===== src/rtl/riscv_pkg.sv =====
// Shared types and constants for the fetch stage.
//   XLEN          : architectural register / address width
//   INSN_NOP      : canonical NOP (addi x0, x0, 0), shown on id_instruction after reset
//   fetch_state_t : fetch FSM states
//   fetch_entry_t : one queued {pc, instruction} pair
package riscv_pkg;

  localparam int XLEN = 32;
  localparam logic [XLEN-1:0] INSN_NOP = 32'h0000_0013;

  typedef enum logic [1:0] {
    BOOT  = 2'd0,
    RUN   = 2'd1,
    FAULT = 2'd2
  } fetch_state_t;

  typedef struct packed {
    logic [XLEN-1:0] pc;
    logic [XLEN-1:0] insn;
  } fetch_entry_t;

endpackage


===== src/rtl/fetch_fifo.sv =====
// Two-entry queue of fetch_entry_t between fetch and decode.
// Slot 0 is always the head, so empty reads simply keep showing the last head.
//   clk, rst_n : clock, asynchronous active-low reset
//   i_push     : write i_entry (ignored when full unless popping the same cycle)
//   i_pop      : remove head (ignored when empty)
//   i_flush    : drop all entries; dominates push/pop
//   i_entry    : entry to write
//   o_count    : number of valid entries (0..2)
//   o_head     : head entry
module fetch_fifo
  import riscv_pkg::*;
(
  input  logic         clk,
  input  logic         rst_n,
  input  logic         i_push,
  input  logic         i_pop,
  input  logic         i_flush,
  input  fetch_entry_t i_entry,
  output logic [1:0]   o_count,
  output fetch_entry_t o_head
);

  logic [1:0]   r_count;
  fetch_entry_t r_slot0;
  fetch_entry_t r_slot1;

  logic       w_pop;
  logic       w_push;
  logic [1:0] w_wr_idx;

  assign w_pop    = i_pop && (r_count != 2'd0);
  assign w_push   = i_push && ((r_count != 2'd2) || w_pop);
  // Write slot is the first free one after this cycle's pop has shifted the queue.
  assign w_wr_idx = r_count - {1'b0, w_pop};

  always_ff @(posedge clk or negedge rst_n) begin
    if (!rst_n) begin
      r_count <= 2'd0;
      r_slot0 <= '{pc: '0, insn: INSN_NOP};
      r_slot1 <= '{pc: '0, insn: INSN_NOP};
    end else if (i_flush) begin
      r_count <= 2'd0;
    end else begin
      if (w_pop && (r_count == 2'd2)) r_slot0 <= r_slot1;
      if (w_push) begin
        if (w_wr_idx == 2'd0) r_slot0 <= i_entry;
        else                  r_slot1 <= i_entry;
      end
      r_count <= r_count + {1'b0, w_push} - {1'b0, w_pop};
    end
  end

  assign o_count = r_count;
  assign o_head  = r_slot0;

endmodule


===== src/rtl/fetch_stage.sv =====
// Instruction-fetch stage: owns the PC, reads instruction memory combinationally,
// buffers {pc, instruction} pairs in a 2-entry queue and hands them to decode.
//   clk, rst_n        : clock, asynchronous active-low reset
//   imem_pc           : fetch address (the fetch PC register)
//   imem_instruction  : word returned for imem_pc
//   redirect_valid/pc : taken branch/jump target from execute
//   id_valid/id_ready : decode handshake on the queue head
//   id_pc, id_pc_plus4, id_instruction : head entry (and link value)
//   fault             : sticky misaligned-redirect / out-of-range fetch flag
module fetch_stage
  import riscv_pkg::*;
#(
  parameter logic [31:0] RESET_PC   = 32'h0000_0000,
  parameter int          IMEM_WORDS = 64
) (
  input  logic        clk,
  input  logic        rst_n,
  output logic [31:0] imem_pc,
  input  logic [31:0] imem_instruction,
  input  logic        redirect_valid,
  input  logic [31:0] redirect_pc,
  output logic        id_valid,
  input  logic        id_ready,
  output logic [31:0] id_pc,
  output logic [31:0] id_pc_plus4,
  output logic [31:0] id_instruction,
  output logic        fault
);

  localparam logic [29:0] LP_WORD_LIMIT = 30'(IMEM_WORDS);

  fetch_state_t    r_state;
  fetch_state_t    w_state_next;
  logic [XLEN-1:0] r_fetch_pc;
  logic [XLEN-1:0] w_fetch_pc_next;

  logic         w_push;
  logic         w_pop;
  logic         w_flush;
  logic         w_in_range;
  logic [1:0]   w_count;
  fetch_entry_t w_head;
  fetch_entry_t w_new_entry;

  assign w_in_range  = r_fetch_pc[31:2] < LP_WORD_LIMIT;
  assign w_pop       = id_valid && id_ready;
  assign w_new_entry = '{pc: r_fetch_pc, insn: imem_instruction};

  always_ff @(posedge clk or negedge rst_n) begin
    if (!rst_n) begin
      r_state    <= BOOT;
      r_fetch_pc <= RESET_PC;
    end else begin
      r_state    <= w_state_next;
      r_fetch_pc <= w_fetch_pc_next;
    end
  end

  always_comb begin
    w_state_next    = r_state;
    w_fetch_pc_next = r_fetch_pc;
    w_push          = 1'b0;
    w_flush         = 1'b0;
    unique case (r_state)
      BOOT: w_state_next = RUN;
      RUN: begin
        if (redirect_valid) begin
          // A head popped this cycle is already delivered; everything else is stale.
          w_flush = 1'b1;
          if (redirect_pc[1:0] != 2'b00) w_state_next = FAULT;
          else                           w_fetch_pc_next = redirect_pc;
        end else if (!w_in_range) begin
          w_state_next = FAULT;
        end else if ((w_count != 2'd2) || w_pop) begin
          w_push          = 1'b1;
          w_fetch_pc_next = r_fetch_pc + 32'd4;
        end
      end
      FAULT: begin
        // Terminal until reset; queued entries keep draining through the FIFO.
      end
      default: w_state_next = FAULT;
    endcase
  end

  fetch_fifo u_fifo (
    .clk     (clk),
    .rst_n   (rst_n),
    .i_push  (w_push),
    .i_pop   (w_pop),
    .i_flush (w_flush),
    .i_entry (w_new_entry),
    .o_count (w_count),
    .o_head  (w_head)
  );

  assign imem_pc        = r_fetch_pc;
  assign id_valid       = (w_count != 2'd0);
  assign id_pc          = w_head.pc;
  assign id_pc_plus4    = w_head.pc + 32'd4;
  assign id_instruction = w_head.insn;
  assign fault          = (r_state == FAULT);

endmodule


===== config.mk =====
export PLATFORM = sky130hd
export DESIGN_NAME = fetch_stage
export DESIGN_NICKNAME = d
export VERILOG_FILES = /design/src/rtl/riscv_pkg.sv /design/src/rtl/fetch_fifo.sv /design/src/rtl/fetch_stage.sv
export SDC_FILE = /design/constraint.sdc
export NUM_CORES = 1
export LEC_CHECK = 0
export BUFFER_PORTS_ARGS = -buffer_cell sky130_fd_sc_hd__buf_2
export CAP_MARGIN = 0
export CORE_MARGIN = 5
export CORE_UTILIZATION = 25
export CTS_CLUSTER_DIAMETER = 40
export DETAILED_ROUTE_END_ITERATION = 8
export SLEW_MARGIN = 20
export SYNTH_ARGS = -nofsm -noshare
export SYNTH_HDL_FRONTEND = slang
export SYNTH_SLANG_ARGS = --single-unit

===== constraint.sdc =====
create_clock -name clk -period 2.95 [get_ports clk]
set_input_delay 0.1475 -clock clk [delete_from_list [all_inputs] [get_ports clk]]
set_output_delay 0.1475 -clock clk [all_outputs]
set_load 0.005 [all_outputs]

==> summary.md, run 1 <==
| Metric | Value |
|---|---|
| Final design instance area without fill | just under 10,000 sq um |
| Layout cell share with drive strength beyond 1 | just over 30% |
| Sequential area share after synthesis | 55.9% |
| Crit Path Class | reg -> reg |
| Synth top area cells | dfrtp_1 54%, mux2_1 5.5%, a221o_1 5.4% |
| Crit path max fanout | just over 50 |
| Gr usage total | about 13% |
| Final setup fails | 0 |
| WP data required | around 3.3 ns |
| Area growth from synthesis to layout | 32.3% |
| Max Clk Rate | 0.388 GHz |
| Nets@finish | 912 |
| Global-route wire length before repair | approximately 34 mm |
| RD Place Congestion | 0.806 |
| IO buf count | between 150 and 200 |
| Hold Buf Count CTS | 35 |
| Peak supply drop | a little over 0.3 mV |
| RSZ-0062 raised after global routing | no |
| Hold Crit Class | in -> reg |
| DP Wirelength | between 10 and 15 mm |
| Syn_nets | between 600 and 700 |
| Fillers | 2,936 |
| Post-CTS Resized | 0 |
| Placed insts | 1,170 |
| Full die area | between 30,000 and 40,000 sq um |
| Vias in the first global route | 5,999 |
| Non-Filler Instances | roughly 1,200 |
| GR Overflow Total | 0 |
| Syn Inst Count | 614 |
| Total vias in the final route | slightly below 6,000 |
| # rows | 62 |
| Clock latency on the worst-skew pair | approximately 0.42 ns |
| Crit share post-route | 87.3% |
| Max-cap violations | 0 |
| Post CTS Setup Buffer Count | 0 |
| LEAKAGE | ~4.9 nW |
| TNS Setup | 0 ns |
| TritonCTS clock tree | built |
| Longest Clk Path Bufs | 2 |
| H-tree depth | 4 |
| Die H | 182 um |
| Commonest register cell after synthesis | dfrtp_1 |
| CORE AREA | slightly below 30,000 sq um |
| Initial core utilization | between 20% and 30% |
| Slew @ Worst Pin | 0.755 ns |
| Post-synthesis area per instance | 12.0 sq um |
| Seq cells post-synth | 164 |
| Routed WL | just over 20 mm |
| Syn. warnings | 0 |
| Relative slew slack | between 40% and 50% |
| Status | finished clean |
| Final Hold Viols | 0 |
| Top cell type by total area after synthesis | dfrtp_1 |
| Synth Cell Area | around 7400 sq um |
| Wire length per cell | between 15 and 20 um |
| Detail Route Antenna Nets | 0 |
| Vias per cell | between 4 and 5 |
| # IOs | ~200 |
| Area of placed instances | between 8000 and 9000 sq um |
| Pin count of the biggest net entering global routing | 64 |
| Critical Path Start Type | register |
| Min cycle time layout | approximately 2.6 ns |
| DIE WIDTH | approximately 180 um |
| CP endpoint kind | register |
| CTS Root Cell | clkbuf_16 |
| Initial drt markers | ~290 |
| Max Slew Vio Count | 0 |
| Async SR Flop Fraction | 100% |
| Residual DRC count | 0 |
| Reg clk slew, reported paths | 0.07 ns |
| WP data arrival | approximately 3 ns |
| Number of distinct library cells after synthesis | 54 |
| Clock Sinks | 164 |
| Power Dens Cells | about 530 nW/um^2 |
| Num CTS Buffers | 17 |
| EDFF count, synth | 0 |
| Initial antenna violation count | 2 |
| Clock Skew | around 0.013 ns |
| DR pass1 iterations | 5 |
| Top-area cell type share of the netlist area | 53.7% |
[cell families (layout without fill, tap and decap cells)]
family                   count (synthesis)  in the layout  share of synthesized area [%]
AND/OR/NAND/NOR                        194            194                           14.9
flip-flops                             164            164                           55.9
AO/OA/AOI/OAI                          129            129                           14.8
buffers and inverters                   49            288                           3.45
multiplexers                            44             44                           6.72
XOR/XNOR                                30             30                           3.57
adder cells (fa/ha/maj)                  4              4                          0.680
other                                    0              1                              0
[report_power, final]
| part | switching [mW] | total, mW | internal (mW) | leakage [nW] |
|---|---|---|---|---|
| combinational | 0.353 | 0.555 | 0.202 | 2.40 |
| clock | 1.05 | 2.27 | 1.22 | 0.294 |
| sequential | 0.0635 | 2.35 | 2.29 | 2.24 |
| total | 1.47 | 5.18 | 3.71 | 4.93 |
[cell type report]
cell class | count | area, sq um | area share (%)
Sequential cell | 164 | 4110 | 42.2
Multi-Input combinational cell | 401 | 3010 | 30.9
Timing Repair Buffer | 243 | 1480 | 15.2
Tap cell | 384 | 480 | 4.93
Clock buffer | 17 | 425 | 4.37
Clock inverter | 15 | 186 | 1.91
Inverter | 13 | 48.8 | 0.501
Antenna cell | 1 | 2.50 | 0.0257
[critical path: stages, from the launching register on]
cell and delay, ns:
dfrtp_1 0.48, or2_2 0.35, and2_1 0.16, ha_1 0.26
inv_1 0.13, nor2_1 0.12, a21oi_4 0.45, buf_12 0.31
a221o_1 0.19
[cell usage after synthesis, drive strengths merged, types with 2 or more instances]
cell type and number:
dfrtp 158, and2 46, mux2 43, a221o 40
nor2 33, xnor2 26, nor2b 25, a22o 24
buf 22, nand3 22, nand2 20, a21oi 17
clkbuf 14, nand4 14, inv 13, o22ai 11
o21ai 9, o22a 8, and3 7, a2bb2oi 6
and4 6, dfstp 6, nor3 6, ha 4
nor4 4, xor2 4, or2 3, or4 3
a32oi 2, a41oi 2, o32ai 2, or3 2
[sequential cells by signal, summed over array words and instances, names as in the netlist]
| signal | cells |
|---|---|
| imem_pc | 32 |
| u_fifo.o_count | 2 |
| u_fifo.r_slot1 | 64 |
| u_fifo.o_head | 64 |
| r_state | 2 |
[metrics by stage]
step | setup slack [ns] | utilization (%) | total power [mW] | hold slack, ns
floorplan | 0.724 | - | 2.68 | -0.148
global placement | 0.421 | 30.4 | 2.92 | 0.196
detailed placement | 0.370 | 30.4 | 2.93 | 0.199
CTS | 0.358 | 33.7 | 5.28 | 0.00832
global route | 0.186 | 33.7 | 5.43 | 0.0344
finish | 0.373 | 33.7 | 5.18 | 0.0363
[final timing paths]
path / startpoint / endpoint / slack [ns] / cells after the start
setup / recovery: u_fifo.o_count[1] / u_fifo.o_head[37] / 0.37 / 8
max in group asynchronous: rst_n / u_fifo.o_head[0] / 1.88 / 3
setup reg to reg: u_fifo.o_count[1] / u_fifo.o_head[37] / 0.37 / 8
hold / removal: redirect_pc[28] / imem_pc[28] / 0.04 / 3
hold reg to reg: u_fifo.r_slot1[2] / u_fifo.r_slot1[2] / 0.48 / 1
min in group asynchronous: rst_n / imem_pc[24] / 0.28 / 2
[cells in the final DEF, fill, tap and decap left out, types with 17 or more instances in the layout]
master,count
a221o_1,40
a22o_1,24
and2_1,46
buf_2,196
clkbuf_16,17
dfrtp_1,158
dlygate4sd3_1,35
mux2_1,36
nand2_1,20
nand3_1,21
nor2_1,31
nor2b_1,25
xnor2_1,26
[metal layers]
layer | GRT usage (%) | part of all wire (%) | up-vias
met5 | 0 | 0.12 | -
met4 | 4.35 | 1.8 | 4
met3 | 3.18 | 5.5 | 27
met2 | 20.2 | 47 | 155
met1 | 16.6 | 45 | 2909
li1 | - | - | 2727
No activity file was read; power rests on OpenSTA's default activity.
==> run 2, diff against run 1 <==
Settings changed: CORE_UTILIZATION 25 to 40.
==> run 2 against run 1 <==
Against the previous run:
- clock skew fell by 0.0055 ns
- design area fell by 2.8%
- fmax fell by 1.6%
- global-route usage rose by 5.9 points
- non-clock buffer count rose by 2
- sequential power barely moved
- core utilization rose by 19 points
- setup slack got worse by 0.043 ns
- flip-flop and latch count did not move
- power fell by 5.7%
- critical path type is now reg -> out
- critical endpoint is now id_pc_plus4[26]
- largest cell class unchanged
==> summary.md, run 2 (synthesis results as in run 1) <==
| Metric | Value |
|---|---|
| Status | finished clean |
| Residual DRC count | 0 |
| Crit path max fanout | 6 |
| Multi-input gate area | 3010 sq um |
| Initial drt markers | roughly 320 |
| Die H | approximately 150 um |
| Clock Skew | 0.00758 ns |
| Num CTS Buffers | 17 |
| Final Hold Viols | 0 |
| WHS Path Cells | 3 |
| Slowest stage delay, CP | 0.63 ns |
| Antenna fix cells | 0 |
| Post CTS Setup Buffer Count | 0 |
| Full die area | between 20,000 and 25,000 sq um |
| Initial core utilization | between 40 and 50% |
| Nets@finish | between 900 and 1,000 |
| Global-route wire length before repair | around 33 mm |
| Commonest non-fill, non-tap cells in the layout | 196 x buf_2, 158 x dfrtp_1, 46 x and2_1 |
| R2R depth | 8 |
| Post-CTS Resized | 0 |
| Sw Ratio | 26.0% |
| Pin count of the biggest net entering global routing | 80 |
| Detail Route Antenna Nets | 0 |
| WP data required | roughly 2.8 ns |
| H-tree depth | 4 |
| Commonest non-fill, non-tap cell in the layout | buf_2 |
| Max Clk Rate | between 0.3 and 0.4 GHz |
| Sequential Power Share | around half |
| Hold Crit Class | in -> reg |
| Final setup fails | 0 |
| CTS Root Cell | clkbuf_16 |
| Max-cap violations | 0 |
| WP data arrival | between 2 and 2.5 ns |
| Min cycle time layout | approximately 2.6 ns |
| DIE WIDTH | around 150 um |
| TritonCTS clock tree | built |
| Clock Power Share | approximately two fifths |
| Longest Clk Path Bufs | 2 |
| Delay-heaviest family, CP | simple AND/OR/NAND/NOR gates |
| GR Overflow Total | 0 |
| Vias per cell | 5.43 |
| Gr usage total | between 10% and 20% |
| CP Depth | 6 |
| Int Power | between 3 and 4 mW |
| Logic pwr share | ~11% |
| Wire length per cell | roughly 18 um |
| # rows | 49 |
| Register area | between 4000 and 5000 sq um |
| Peak supply drop | between 0.4 and 0.5 mV |
| Power Dens Cells | about 520 nW/um^2 |
| Reg clk slew, reported paths | ~0.06 ns |
| Slew @ Worst Pin | 0.789 ns |
| Total vias in the final route | just under 6,000 |
| Max Slew Vio Count | 0 |
| DR pass1 iterations | 6 |
| Clock latency on the worst-skew pair | between 0.4 and 0.5 ns |
| Area growth from synthesis to layout | 28.6% |
| Worst path slowest cell | nor3_1 |
| DP Wirelength | ~14 mm |
| Switch Pwr | 1.27 mW |
| Routed WL | around 20 mm |
| CP bufs+invs | 1 |
| Critical-path cell list | ha_1 > nand3_1 > nor3_1 > nand4_1 > xnor2_1 > buf_2 |
| # IOs | about 200 |
| Vias in the first global route | roughly 6,200 |
| Clock Sinks | about 160 |
| Layout cell share with drive strength beyond 1 | ~31% |
| RD Place Congestion | around 0.84 |
| Critical Path Start Type | register |
| Crit Path Class | reg -> out |
| Total power | about 4.9 mW |
| RSZ-0062 raised after global routing | no |
| CORE AREA | ~18,000 sq um |
| IO buf count | 197 |
| Fillers | ~1,600 |
| CP endpoint kind | output pin |
| Final design instance area without fill | 9470 sq um |
| Area of placed instances | ~8600 sq um |
| TNS Setup | 0 ns |
| Relative slew slack | 47.3% |
| Crit share post-route | about nine tenths |
| LEAKAGE | between 4 and 5 nW |
| Util after Layout | 52.5% |
| Initial antenna violation count | 1 |
-- run 2: cell count changes in the layout (fill, tap and decap cells not counted) --
cell,previous run,this run
clkinv_2,0,3
inv_8,2,0
inv_6,5,2
clkbuf_8,0,2
diode_2,1,0
clkinv_4,2,1
clkbuf_1,0,6
clkinv_8,4,0
buf_4,7,9
bufinv_16,1,0
-- run 2: path summary, 6_finish.rpt --
| check | startpoint | endpoint | slack, ns |
|---|---|---|---|
| setup / recovery | u_fifo.o_head[34] | id_pc_plus4[26] | 0.33 |
| setup reg to reg | u_fifo.o_count[1] | u_fifo.o_head[15] | 0.36 |
| max in group asynchronous | rst_n | imem_pc[15] | 1.77 |
| hold reg to reg | u_fifo.r_slot1[12] | u_fifo.r_slot1[12] | 0.48 |
| min in group asynchronous | rst_n | u_fifo.o_head[43] | 0.36 |
| hold / removal | redirect_pc[9] | imem_pc[9] | 0.05 |
-- run 2: power groups by stage --
stage / combinational (mW) / sequential [mW] / clock, mW
6_report: 0.546 / 2.36 / 1.98
3_5_place_dp: 0.517 / 2.40 / 0
4_1_cts: 0.555 / 2.36 / 2.03
5_1_grt: 0.603 / 2.36 / 2.14
2_1_floorplan: 0.299 / 2.38 / 0
3_3_place_gp: 0.502 / 2.39 / 0
-- run 2: routing by layer --
metal	track usage [%]	vias up	wire length (um)
met5	0	-	13
met4	6.81	2	472
met3	4.95	32	1180
met2	30.0	204	9470
met1	23.9	2916	8660
li1	-	2733	-
-- run 2: tightest hold or removal path: cells and delay by family --
family | cells | cell delay (ns)
compound gates | 2 | 0.19
buf+inv | 1 | 0.08
-- run 2: area by class of cell --
cell class                 count  share of cell area [%]
sequential                   164                    43.4
multi-input combinational    401                    31.8
timing repair buffer         245                    15.7
clock buffer                  25                    5.02
tap                          229                    3.03
clock inverter                 7                   0.515
inverter                      13                   0.515
-- run 2: stage by stage --
stage / setup WS (ns) / hold slack [ns] / cells
after floorplan: 0.724 / -0.148 / 614
after global placement: 0.449 / 0.225 / 1017
after detailed placement: 0.370 / 0.240 / 1017
after CTS: 0.311 / 0.0245 / 1084
after global routing: 0.146 / 0.0431 / 1084
final: 0.330 / 0.0491 / 1084
-- run 2: timing repair --
action,CTS,global route
hold endpoints to repair,135,0
hold buffers,35,0
setup endpoints to repair,0,0
==> run 3, diff against run 2 <==
Settings changed: CORE_ASPECT_RATIO set to 0.9, SLEW_MARGIN 20 to not set.
Clock period 2.95 ns to 2.83 ns, I/O delays scaled along.
==> run 3 against run 2 <==
Against the previous run:
- routed wire length about the same
- clock power grew 17%
- die area hardly changed
- combinational power up 3%
- largest cell class unchanged
- largest power group unchanged
==> summary.md, run 3 (synthesis results as in run 1) <==
| Metric | Value |
|---|---|
| Initial core utilization | slightly above 40% |
| TNS Setup | 0 ns |
| Residual DRC count | 0 |
| Power Dens Cells | 559 nW/um^2 |
| CP bufs+invs | 1 |
| Peak supply drop | between 0.4 and 0.5 mV |
| Grt met3 use | ~5% |
| Vias in the first global route | between 5,000 and 6,000 |
| Clock Sinks | around 160 |
| DR pass1 iterations | 5 |
| RD Place Congestion | between 0.8 and 0.9 |
| Setup slack after layout | a little under 0.3 ns |
| Commonest non-fill, non-tap cells in the layout | 196 x buf_2, 158 x dfrtp_1, 46 x and2_1 |
| Final Hold Viols | 0 |
| CTS Root Cell | clkbuf_16 |
| Max-cap violations | 0 |
| Critical Path End | id_pc_plus4[26] |
| Hold Crit Class | in -> reg |
| R2R depth | 8 |
| LEAKAGE | 4.91 nW |
| Reg clk slew, reported paths | roughly 0.070 ns |
| Post-CTS Resized | 0 |
| Antenna fix cells | 0 |
| Worst path slowest cell | nor3_1 |
| # IOs | approximately 200 |
| Slew @ Worst Pin | 1.22 ns |
| Longest Clk Path Bufs | 2 |
| Clock Skew | around 0.016 ns |
| Area growth from synthesis to layout | 29.7% |
| RSZ-0062 raised after global routing | no |
| CORE AREA | roughly 18,000 sq um |
| GR Overflow Total | 0 |
| Critical Path Start Type | register |
| Full die area | roughly 21,000 sq um |
| Crit share post-route | between 80% and 90% |
| CP Depth | 6 |
| Worst Setup SP | u_fifo.o_head[34] |
| CP endpoint kind | output pin |
| R2R Setup Slk | between 0.3 and 0.4 ns |
| Total vias in the final route | 5,887 |
| Busiest grt layer | met2 |
| Nets@finish | approximately 910 |
| Critical-path cell list | ha_1 > nand3_1 > nor3_1 > nand4_1 > xnor2_1 > buf_2 |
| Fillers | about 1,700 |
| Global-route wire length before repair | roughly 32 mm |
| Wire length per cell | 18.0 um |
| WP data arrival | around 2.4 ns |
| # rows | between 40 and 50 |
| Slowest stage delay, CP | about 0.54 ns |
| Initial antenna violation count | 0 |
| Gr usage total | between 15 and 20% |
| Pre-CTS setup slack | approximately 0.34 ns |
| Crit Path Class | reg -> out |
| Relative slew slack | 18.8% |
| R2r endpoint | u_fifo.o_head[11] |
| DP Wirelength | approximately 14 mm |
| Routed WL | around 20 mm |
| H-tree depth | 4 |
| Layout cell share with drive strength beyond 1 | 30.9% |
| Commonest non-fill, non-tap cell in the layout | buf_2 |
| Initial drt markers | about 300 |
| Register area | approximately 4000 sq um |
| Total power | approximately 5.3 mW |
| WP data required | around 2.7 ns |
| Min cycle time layout | ~2.5 ns |
| Final setup fails | 0 |
| Worst r2r src | u_fifo.o_count[1] |
| Num CTS Buffers | 17 |
| Multi-input gate area | 3010 sq um |
| Met1 Usage GRT | about a quarter |
| Status | finished clean |
| Vias per cell | around 5.4 |
| Clock latency on the worst-skew pair | approximately 0.42 ns |
| DIE WIDTH | 153 um |
| Delay-heaviest family, CP | simple AND/OR/NAND/NOR gates |
| Post CTS Setup Buffer Count | 0 |
| IO buf count | around 200 |
| Pin count of the biggest net entering global routing | between 70 and 80 |
| Met2 Track Usage GR | between 20% and 30% |
| Crit path max fanout | 6 |
| Max Clk Rate | roughly 0.4 GHz |
| Max Slew Vio Count | 0 |
| TritonCTS clock tree | built |
| Detail Route Antenna Nets | 0 |
| Die H | between 100 and 150 um |
[run 3: changes by cell type in the layout (fill, tap and decap cells not counted), sizes merged]
cell	before	now
buf	210	208
clkinv	4	3
bufinv	0	2
clkbuf	25	22
clkinvlp	1	3
[run 3: power breakdown]
group          leakage (nW)  internal, mW  switching [mW]
Clock                 0.283          1.38           0.940
Combinational          2.39         0.207           0.357
Sequential             2.24          2.39          0.0667
Total                  4.91          3.97            1.36
[run 3: how the worst min path moves through the flow]
stage	startpoint	endpoint	slack (ns)	depth (start not counted)
after floorplan	rst_n	imem_pc[0]	-0.15	0
after global placement	rst_n	u_fifo.o_head[45]	0.18	1
after detailed placement	rst_n	u_fifo.o_head[44]	0.18	1
after CTS	redirect_pc[31]	imem_pc[31]	0.01	3
after global routing	redirect_pc[31]	imem_pc[31]	0.04	3
final	redirect_pc[26]	imem_pc[26]	0.04	3
[run 3: area by class of cell]
class / count / area share (%)
clock buffers: 22 / 4.97
flip-flops and latches: 164 / 43.1
multi-input cells: 401 / 31.5
well taps: 245 / 3.21
inverters: 13 / 0.511
clock inverters: 10 / 1.28
repair buffers: 243 / 15.5
[run 3: metrics by stage]
stage | hold slack (ns) | utilization (%) | std cells | instance area, sq um
6_report | 0.0367 | 52.4 | 1098 | 9550
3_3_place_gp | 0.178 | 47.2 | 1031 | 8600
2_1_floorplan | -0.154 | - | 614 | 7360
4_1_cts | 0.0121 | 52.4 | 1098 | 9550
5_1_grt | 0.0358 | 52.4 | 1098 | 9550
3_5_place_dp | 0.184 | 47.2 | 1031 | 8600
[run 3: worst min-delay path, delay by kind of cell]
kind	cells	cell delay (ns)
buf+inv	1	0.08
compound gates	2	0.20
[run 3: per-layer routing]
| metal | vias up | wire length [um] |
|---|---|---|
| met5 | - | 0 |
| met4 | 0 | 315 |
| met3 | 25 | 989 |
| met2 | 163 | 9550 |
| met1 | 2977 | 8920 |
| li1 | 2722 | - |
[run 3: what timing repair did]
| item | CTS | global route |
|---|---|---|
| hold buffers | 35 | 0 |
| endpoints found under the hold margin | 133 | 0 |
| endpoints found under the setup margin | 0 | 0 |
